`config.mk`:
```
export PLATFORM = sky130hd
export DESIGN_NAME = fwd_scoreboard_flat
export DESIGN_NICKNAME = d
export VERILOG_FILES = /design/src/rtl/fwd_scoreboard_pkg.sv /design/src/rtl/fwd_scoreboard_if.sv /design/src/rtl/fwd_scoreboard_match.sv /design/src/rtl/fwd_scoreboard.sv /design/src/flat_wrapper.sv
export SDC_FILE = /design/constraint.sdc
export NUM_CORES = 1
export LEC_CHECK = 0
export CAP_MARGIN = 10
export CORE_MARGIN = 2
export CORE_UTILIZATION = 44
export CTS_BUF_LIST = sky130_fd_sc_hd__clkbuf_4
export DETAILED_ROUTE_END_ITERATION = 12
export PLACE_DENSITY = 0.82
export SETUP_SLACK_MARGIN = 0.2
export SYNTH_ARGS = -nofsm -noshare
export SYNTH_HDL_FRONTEND = slang
export SYNTH_HIERARCHICAL = 1
export SYNTH_SLANG_ARGS = --single-unit
export TNS_END_PERCENT = 20
```
`constraint.sdc`:
```
create_clock -name clk -period 3.27 [get_ports clk]
set_input_delay 0.8175 -clock clk [delete_from_list [all_inputs] [get_ports clk]]
set_output_delay 0.8175 -clock clk [all_outputs]
set_load 0.005 [all_outputs]
```
`src/rtl/fwd_scoreboard_pkg.sv`:
```
// Shared types and helpers for the forwarding scoreboard: shadow-pipe entry
// layout, the register-file select constant and stage-to-select mapping.
package fwd_pkg;

    // Entries store rd zero-extended to this width so the struct is
    // independent of the REG_AW chosen per instance.
    localparam int REG_AW_MAX = 8;

    localparam int FWD_SEL_RF = 0;

    typedef struct packed {
        logic                  valid;
        logic                  regwrite;
        logic                  is_load;
        logic [REG_AW_MAX-1:0] rd;
    } sb_entry_t;

    // Slot i seen from ID becomes stage i+1 once the consumer reaches EX.
    function automatic int stage_sel(input int slot);
        return slot + 1;
    endfunction

    function automatic logic is_producer(input sb_entry_t e);
        return e.valid && e.regwrite && (e.rd != '0);
    endfunction

endpackage

```
`src/rtl/fwd_scoreboard_if.sv`:
```
// ID-side handshake between the decode stage and the forwarding scoreboard.
interface fwd_scoreboard_if #(
    parameter int NUM_SRC    = 2,
    parameter int NUM_STAGES = 2,
    parameter int REG_AW     = 5
);
    localparam int SEL_W = $clog2(NUM_STAGES + 1);

    logic                             hold;
    logic                             flush;
    logic                             id_valid;
    logic                             id_regwrite;
    logic                             id_is_load;
    logic [REG_AW-1:0]                id_rd;
    logic [NUM_SRC-1:0][REG_AW-1:0]   id_rs;
    logic [NUM_SRC-1:0]               id_rs_used;
    logic                             id_stall;
    logic [NUM_SRC-1:0][SEL_W-1:0]    ex_fwd_sel;

    modport master (
        output hold, flush, id_valid, id_regwrite, id_is_load, id_rd, id_rs, id_rs_used,
        input  id_stall, ex_fwd_sel
    );

    modport slave (
        input  hold, flush, id_valid, id_regwrite, id_is_load, id_rd, id_rs, id_rs_used,
        output id_stall, ex_fwd_sel
    );

endinterface

```
`src/rtl/fwd_scoreboard_match.sv`:
```
// Per-source youngest-match priority encoder over the in-flight writers.
module fwd_match
    import fwd_pkg::*;
#(
    parameter int NUM_STAGES = 2,
    parameter int REG_AW     = 5,
    parameter int LOAD_LAT   = 2,
    parameter int SEL_W      = $clog2(NUM_STAGES + 1)
) (
    input  sb_entry_t         slots [NUM_STAGES],
    input  logic [REG_AW-1:0] rs,
    input  logic              rs_used,
    output logic [SEL_W-1:0]  sel,
    output logic              not_ready
);

    logic found;

    // The first (youngest) match decides; an older writer is never used
    // even when the youngest one is a load that is not yet forwardable.
    always_comb begin
        sel       = SEL_W'(FWD_SEL_RF);
        not_ready = 1'b0;
        found     = 1'b0;
        for (int i = 0; i < NUM_STAGES; i++) begin
            if (!found && rs_used && is_producer(slots[i]) &&
                (slots[i].rd == REG_AW_MAX'(rs))) begin
                found = 1'b1;
                if (slots[i].is_load && (stage_sel(i) < LOAD_LAT)) begin
                    not_ready = 1'b1;
                end else begin
                    sel = SEL_W'(stage_sel(i));
                end
            end
        end
    end

endmodule

```
`src/rtl/fwd_scoreboard.sv`:
```
// Forwarding/hazard unit: shadow pipe of in-flight writers, registered EX
// operand selects and combinational load-use stall.
module fwd_scoreboard
    import fwd_pkg::*;
#(
    parameter int NUM_SRC    = 2,
    parameter int NUM_STAGES = 2,
    parameter int REG_AW     = 5,
    parameter int LOAD_LAT   = 2
) (
    input logic              clk,
    input logic              rst,
    fwd_scoreboard_if.slave  bus
);

    localparam int SEL_W = $clog2(NUM_STAGES + 1);

    sb_entry_t                     slots     [NUM_STAGES+1];
    sb_entry_t                     match_view[NUM_STAGES];
    logic [NUM_SRC-1:0][SEL_W-1:0] next_sel;
    logic [NUM_SRC-1:0]            not_ready;
    logic                          issue;
    sb_entry_t                     id_entry;

    always_comb begin
        for (int i = 0; i < NUM_STAGES; i++) begin
            match_view[i] = slots[i];
        end
    end

    for (genvar s = 0; s < NUM_SRC; s++) begin : g_src
        fwd_match #(
            .NUM_STAGES(NUM_STAGES),
            .REG_AW    (REG_AW),
            .LOAD_LAT  (LOAD_LAT),
            .SEL_W     (SEL_W)
        ) u_match (
            .slots    (match_view),
            .rs       (bus.id_rs[s]),
            .rs_used  (bus.id_rs_used[s]),
            .sel      (next_sel[s]),
            .not_ready(not_ready[s])
        );
    end

    assign bus.id_stall = bus.id_valid && (|not_ready);
    assign issue        = bus.id_valid && !bus.id_stall && !bus.flush;

    always_comb begin
        id_entry          = '0;
        id_entry.valid    = 1'b1;
        id_entry.regwrite = bus.id_regwrite;
        id_entry.is_load  = bus.id_is_load;
        id_entry.rd       = REG_AW_MAX'(bus.id_rd);
    end

    // ID -> EX boundary plus the shadow stages behind EX
    always_ff @(posedge clk or posedge rst) begin
        if (rst) begin
            for (int k = 0; k <= NUM_STAGES; k++) begin
                slots[k] <= '0;
            end
            bus.ex_fwd_sel <= '0;
        end else if (!bus.hold) begin
            for (int k = NUM_STAGES; k >= 1; k--) begin
                slots[k] <= slots[k-1];
            end
            slots[0]       <= issue ? id_entry : '0;
            bus.ex_fwd_sel <= issue ? next_sel : '0;
        end
    end

endmodule

```
`src/flat_wrapper.sv`:
```
// flat-port wrapper written by rule: the top's interface ports become plain ports
module fwd_scoreboard_flat import fwd_pkg::*;
#(
    parameter int NUM_SRC    = 2,
    parameter int NUM_STAGES = 2,
    parameter int REG_AW     = 5,
    parameter int LOAD_LAT   = 2
)
  (clk, rst, bus_hold, bus_flush, bus_id_valid, bus_id_regwrite, bus_id_is_load, bus_id_rd, bus_id_rs, bus_id_rs_used, bus_id_stall, bus_ex_fwd_sel);
  fwd_scoreboard_if #(.NUM_SRC(NUM_SRC), .NUM_STAGES(NUM_STAGES), .REG_AW(REG_AW)) bus_i ();
  input logic clk;
  input logic rst;
  input wire logic [$bits(bus_i.hold)-1:0] bus_hold;
  input wire logic [$bits(bus_i.flush)-1:0] bus_flush;
  input wire logic [$bits(bus_i.id_valid)-1:0] bus_id_valid;
  input wire logic [$bits(bus_i.id_regwrite)-1:0] bus_id_regwrite;
  input wire logic [$bits(bus_i.id_is_load)-1:0] bus_id_is_load;
  input wire logic [$bits(bus_i.id_rd)-1:0] bus_id_rd;
  input wire logic [$bits(bus_i.id_rs)-1:0] bus_id_rs;
  input wire logic [$bits(bus_i.id_rs_used)-1:0] bus_id_rs_used;
  output wire logic [$bits(bus_i.id_stall)-1:0] bus_id_stall;
  output wire logic [$bits(bus_i.ex_fwd_sel)-1:0] bus_ex_fwd_sel;
  assign bus_i.hold = bus_hold;
  assign bus_i.flush = bus_flush;
  assign bus_i.id_valid = bus_id_valid;
  assign bus_i.id_regwrite = bus_id_regwrite;
  assign bus_i.id_is_load = bus_id_is_load;
  assign bus_i.id_rd = bus_id_rd;
  assign bus_i.id_rs = bus_id_rs;
  assign bus_i.id_rs_used = bus_id_rs_used;
  assign bus_id_stall = bus_i.id_stall;
  assign bus_ex_fwd_sel = bus_i.ex_fwd_sel;
  fwd_scoreboard #(.NUM_SRC(NUM_SRC), .NUM_STAGES(NUM_STAGES), .REG_AW(REG_AW), .LOAD_LAT(LOAD_LAT)) u_core (.clk(clk), .rst(rst), .bus(bus_i));
endmodule
```
==> impl_results.md, run 1 <==
- Share of cells above drive strength 1: 0.242
- # H-tree levels: 1
- # IOs: 29
- Register share of total power: 0.522
- Die Y: 57.3 um
- Max cap viols: 0
- Slew Limit Fails: 0
- Final WL: 2700 um
- DR WL/cell: 13.8 um
- Worst min-delay path class: register to register
- CP startpoint kind: primary input
- Overall Power: 512 uW
- Pre-antenna DRT Iters: 4
- Synth Instances: 110
- Total gr overflow: 0
- Worst Tran Pin Value: 0.730 ns
- Antenna viol nets, final: 0
- NetSw: 140 uW
- Rel. slew slack: 0.513
- Area of the die: 0.00328 mm2
- DP Area: 0.00167 mm2
- Syn avg cell area: 11.4 um2
- Clk pwr share: 0.257
- Switch share: 0.273
- Fmax: 0.331 GHz
- Final Hold Fails: 0
- Leak Pwr: 0.789 nW
- Port Buf Inserts: 28
- Cts bufs inserted: 3
- Final setup fails: 0
- Global-route usage over all layers: 0.182
- Antenna cells: 0
- Largest net degree at the start of global routing: 21
- Final #Nets: 190
- DRC viols: 0
- Clock sinks: 19
- Via Count: 1029
- RSZ-0062 raised after global routing: yes
- FP Rows: 19
- CTS Buffer Depth: 2
- TritonCTS clock tree: done
- CP required: 2.45 ns
- Core area: 0.00273 mm2
- Setup CP Type: primary input to primary output
- HPWL Detailed: 2040 um
- Maximum vdd ir drop: 0.000234 V
- Gate power share: 0.221
- Period utilization: 0.925
- Initial antenna violation count: 0
- Clock Root Buffer: clkbuf_4
- Setup crit end kind: primary output
- Clock Pin Slew Worst Setup and Hold Paths: 0.11 ns
- Number of global-route vias before repair: 1033
- Filler Cell Count: 230
- Die Width: 57.3 um
- Initial Util: 0.457
- Syn Std Cell Area: 0.00125 mm2
- Status: completed
- Yosys warnings: 6
- Crit-path max FO: 2
- Min Clock Period, post-route: 3.03 ns
- Critical path arrival: 2.21 ns
- Vias per cell: 5.25
- First-pass GRT wire length: 4620 um
- Power density over the cells: 296 mW/mm2
- Clk_skew: 0.00546 ns
- Initial DRC count: 20
- Post-route cell area: 0.00173 mm2
- Clk_lat worst skew: 0.30 ns
- Internal power: 372 uW
- Routability cong.: 0.862
- P&R area growth vs syn: 38.2%
- Worst hold slack: 0.513 ns
[stage by stage]
| stage | setup WS (ns) | instances | util | TNS (ns) |
|---|---|---|---|---|
| 6_report | 0.244 | 196 | 0.632 | 0 |
| 5_1_grt | 0.172 | 196 | 0.632 | 0 |
| 3_5_place_dp | -0.574 | 191 | 0.611 | -0.574 |
| 2_1_floorplan | 0.311 | 125 | - | 0 |
| 4_1_cts | 0.199 | 196 | 0.627 | 0 |
| 3_3_place_gp | -0.542 | 191 | 0.611 | -0.542 |
[placed cells by master, fill, tap and decap left out, drive strengths merged]
cell type	instances
dlymetal6s2s	1
a32o	12
and2b	3
or4b	2
nand2	2
o311a	2
dfrtp	19
dlygate4sd2	5
nor4	4
and2	2
or4	4
nand3	4
nor2b	12
xor2	10
xnor2	10
clkbuf	4
mux2	7
nand4b	2
clkdlybuf4s50	19
nor3	6
buf	16
inv	2
conb	16
nor2	1
[worst paths after layout]
path | startpoint | end | slack, ns | cells after the start
worst max-delay path | bus_id_rs_used[0] | bus_id_stall | 0.24 | 8
worst min-delay path | u_core/bus.ex_fwd_sel[2] | u_core/bus.ex_fwd_sel[2] | 0.51 | 1
worst max register to register | u_core/match_view[15] | u_core/bus.ex_fwd_sel[3] | 0.99 | 7
worst min register to register | u_core/bus.ex_fwd_sel[2] | u_core/bus.ex_fwd_sel[2] | 0.51 | 1
max in group asynchronous | rst | u_core/bus.ex_fwd_sel[1] | 1.89 | 2
min in group asynchronous | rst | u_core/bus.ex_fwd_sel[3] | 0.92 | 2
[layout make-up]
type | count | area, um2 | share of cell area
Multi-Input combinational cell | 99 | 805 | 0.466
Sequential cell | 19 | 475 | 0.275
Timing Repair Buffer | 41 | 372 | 0.215
Tap cell | 31 | 38.8 | 0.0224
Clock buffer | 4 | 30.0 | 0.0174
Inverter | 2 | 7.51 | 0.00434
[power by group through the flow]
| stage | Sequential, mW | Clock [mW] | Combinational, mW |
|---|---|---|---|
| after floorplan | 0.266 | 0 | 0.0681 |
| after global placement | 0.272 | 0 | 0.110 |
| after detailed placement | 0.272 | 0 | 0.113 |
| after CTS | 0.267 | 0.133 | 0.113 |
| after global routing | 0.271 | 0.143 | 0.124 |
| final | 0.267 | 0.132 | 0.113 |
[layer usage]
layer | wire length [um] | GRT usage
met1 | 1240 | 0.246
met2 | 1270 | 0.296
met3 | 164 | 0.0363
met4 | 33 | 0.0598
met5 | 0 | 0
[timing repair]
action | 4_1_cts | 5_1_grt
setup buffers | 1 | 0
hold buffers | 0 | 0
pin swaps | 9 | 6
resized for setup | 24 | 3
setup endpoints to repair | 1 | 1
[state kept, by name, indices dropped and copies added (netlist names)]
register and count:
u_core/bus.ex_fwd_sel 4, u_core/match_view 15
[worst max-delay path: stages]
cell and delay (ns):
buf_6 0.07, or4b_4 0.45, nor4_2 0.25, o311a_1 0.23, and2_4 0.16, nor2_4 0.04
nor2b_2 0.08, buf_2 0.11
No activity file was read; power rests on OpenSTA's default activity.
==> run 2: changes to the inputs <==
RECOVER_POWER = 25   (was default)
==> run 2 against run 1 <==
Compared with the run above:
- routed wire length about the same
- sequential cell count unchanged
- sequential power about the same
- cell area unchanged
- critical path type unchanged
- largest power group unchanged
==> impl_results.md, run 2 (same netlist as run 1, synthesis figures left out) <==
- Share of cells above drive strength 1: 0.242
- Final #Nets: 190
- Initial DRC count: 20
- Crit-path max FO: 2
- CTS Buffer Depth: 2
- Antenna viol nets, final: 0
- Global-route usage over all layers: 0.182
- # IOs: 29
- Final setup fails: 0
- Antenna cells: 0
- Clock Root Buffer: clkbuf_4
- Cell family with most CP delay: simple AND/OR/NAND/NOR gates
- Clock Pin Slew Worst Setup and Hold Paths: 0.11 ns
- Setup CP Type: primary input to primary output
- Sequential cell area: 475 um2
- Min Clock Period, post-route: 3.03 ns
- Final Hold Fails: 0
- Leak Pwr: 0.789 nW
- Slew Limit Fails: 0
- Status: completed
- First-pass GRT wire length: 4620 um
- Leading cell type in the layout, fill and taps excluded: dfrtp_1
- Final WL: 2700 um
- Max incr delay on CP: 0.45 ns
- Period utilization: 0.925
- Number of global-route vias before repair: 1033
- Setup crit end kind: primary output
- DP Area: 0.00167 mm2
- Setup_tns: 0 ns
- RSZ-0062 raised after global routing: yes
- Initial Util: 0.457
- Filler Cell Count: 230
- DRC viols: 0
- Critical path arrival: 2.21 ns
- Pre-antenna DRT Iters: 4
- P&R area growth vs syn: 38.2%
- Total gr overflow: 0
- Routability cong.: 0.862
- Worst min-delay path class: register to register
- Max cap viols: 0
- Maximum vdd ir drop: 0.000234 V
- Crit path cell chain: buf_6, or4b_4, nor4_2, o311a_1, and2_4, nor2_4, nor2b_2, buf_2
- Via Count: 1029
- Area of the multi-input gates: 805 um2
- Area of the die: 0.00328 mm2
- # H-tree levels: 1
- Core area: 0.00273 mm2
- Rel. slew slack: 0.513
- Worst Tran Pin Value: 0.730 ns
- DR WL/cell: 13.8 um
- Clock sinks: 19
- Clk_lat worst skew: 0.30 ns
- Commonest cells after routing, fill and taps aside: dfrtp_1, clkdlybuf4s50_1, conb_1, buf_4, a32o_1
- Cts bufs inserted: 3
- Clk_skew: 0.00546 ns
- TritonCTS clock tree: done
- CP required: 2.45 ns
- Power density over the cells: 296 mW/mm2
- Vias per cell: 5.25
- Die Y: 57.3 um
- Post-route cell area: 0.00173 mm2
- Port Buf Inserts: 28
- CP max stage cell: or4b_4
- HPWL Detailed: 2040 um
- Die Width: 57.3 um
- WP buf/inv: 2
- FP Rows: 19
- CP startpoint kind: primary input
- Fmax: 0.331 GHz
- Initial antenna violation count: 0
- Largest register FFs: 15
- Largest net degree at the start of global routing: 21
run 2: what timing repair did:
action                     CTS  global route
resized for setup           24             3
setup endpoints to repair    1             1
pin swaps                    9             6
hold buffers                 0             0
setup buffers                1             0
run 2: per-layer routing:
layer,track usage,wire length [um],vias to the layer above
met5,0,0,-
met3,0.0363,164,5
met1,0.246,1240,488
met4,0.0598,33,0
li1,-,-,504
met2,0.296,1270,32
run 2: final timing paths:
check | from | to | slack (ns) | cells after the start
worst max register to register | u_core/match_view[15] | u_core/bus.ex_fwd_sel[3] | 0.99 | 7
worst min-delay path | u_core/bus.ex_fwd_sel[2] | u_core/bus.ex_fwd_sel[2] | 0.51 | 1
worst min register to register | u_core/bus.ex_fwd_sel[2] | u_core/bus.ex_fwd_sel[2] | 0.51 | 1
worst max-delay path | bus_id_rs_used[0] | bus_id_stall | 0.24 | 8
max in group asynchronous | rst | u_core/bus.ex_fwd_sel[1] | 1.75 | 2
min in group asynchronous | rst | u_core/bus.ex_fwd_sel[3] | 1.06 | 2
run 2: area by class of cell:
class,count,share of cell area
well taps,31,0.0224
inverters,2,0.00434
repair buffers,41,0.215
clock buffers,4,0.0174
multi-input cells,99,0.466
flip-flops and latches,19,0.275
run 2: metrics by stage:
step	total power [mW]	instances	hold slack (ns)	setup slack, ns	util
finish	0.512	196	0.513	0.244	0.632
global placement	0.382	191	0.481	-0.542	0.611
CTS	0.514	196	0.512	0.199	0.627
detailed placement	0.385	191	0.485	-0.574	0.611
floorplan	0.334	125	0.487	0.311	-
global route	0.538	196	0.543	0.172	0.632
run 2: power by group:
part | switching (mW) | total [mW] | internal [mW] | leakage, nW
Sequential | 0.0197 | 0.267 | 0.247 | 0.257
Clock | 0.0758 | 0.132 | 0.0559 | 0.0184
Combinational | 0.0444 | 0.113 | 0.0686 | 0.513
Total | 0.140 | 0.512 | 0.372 | 0.789
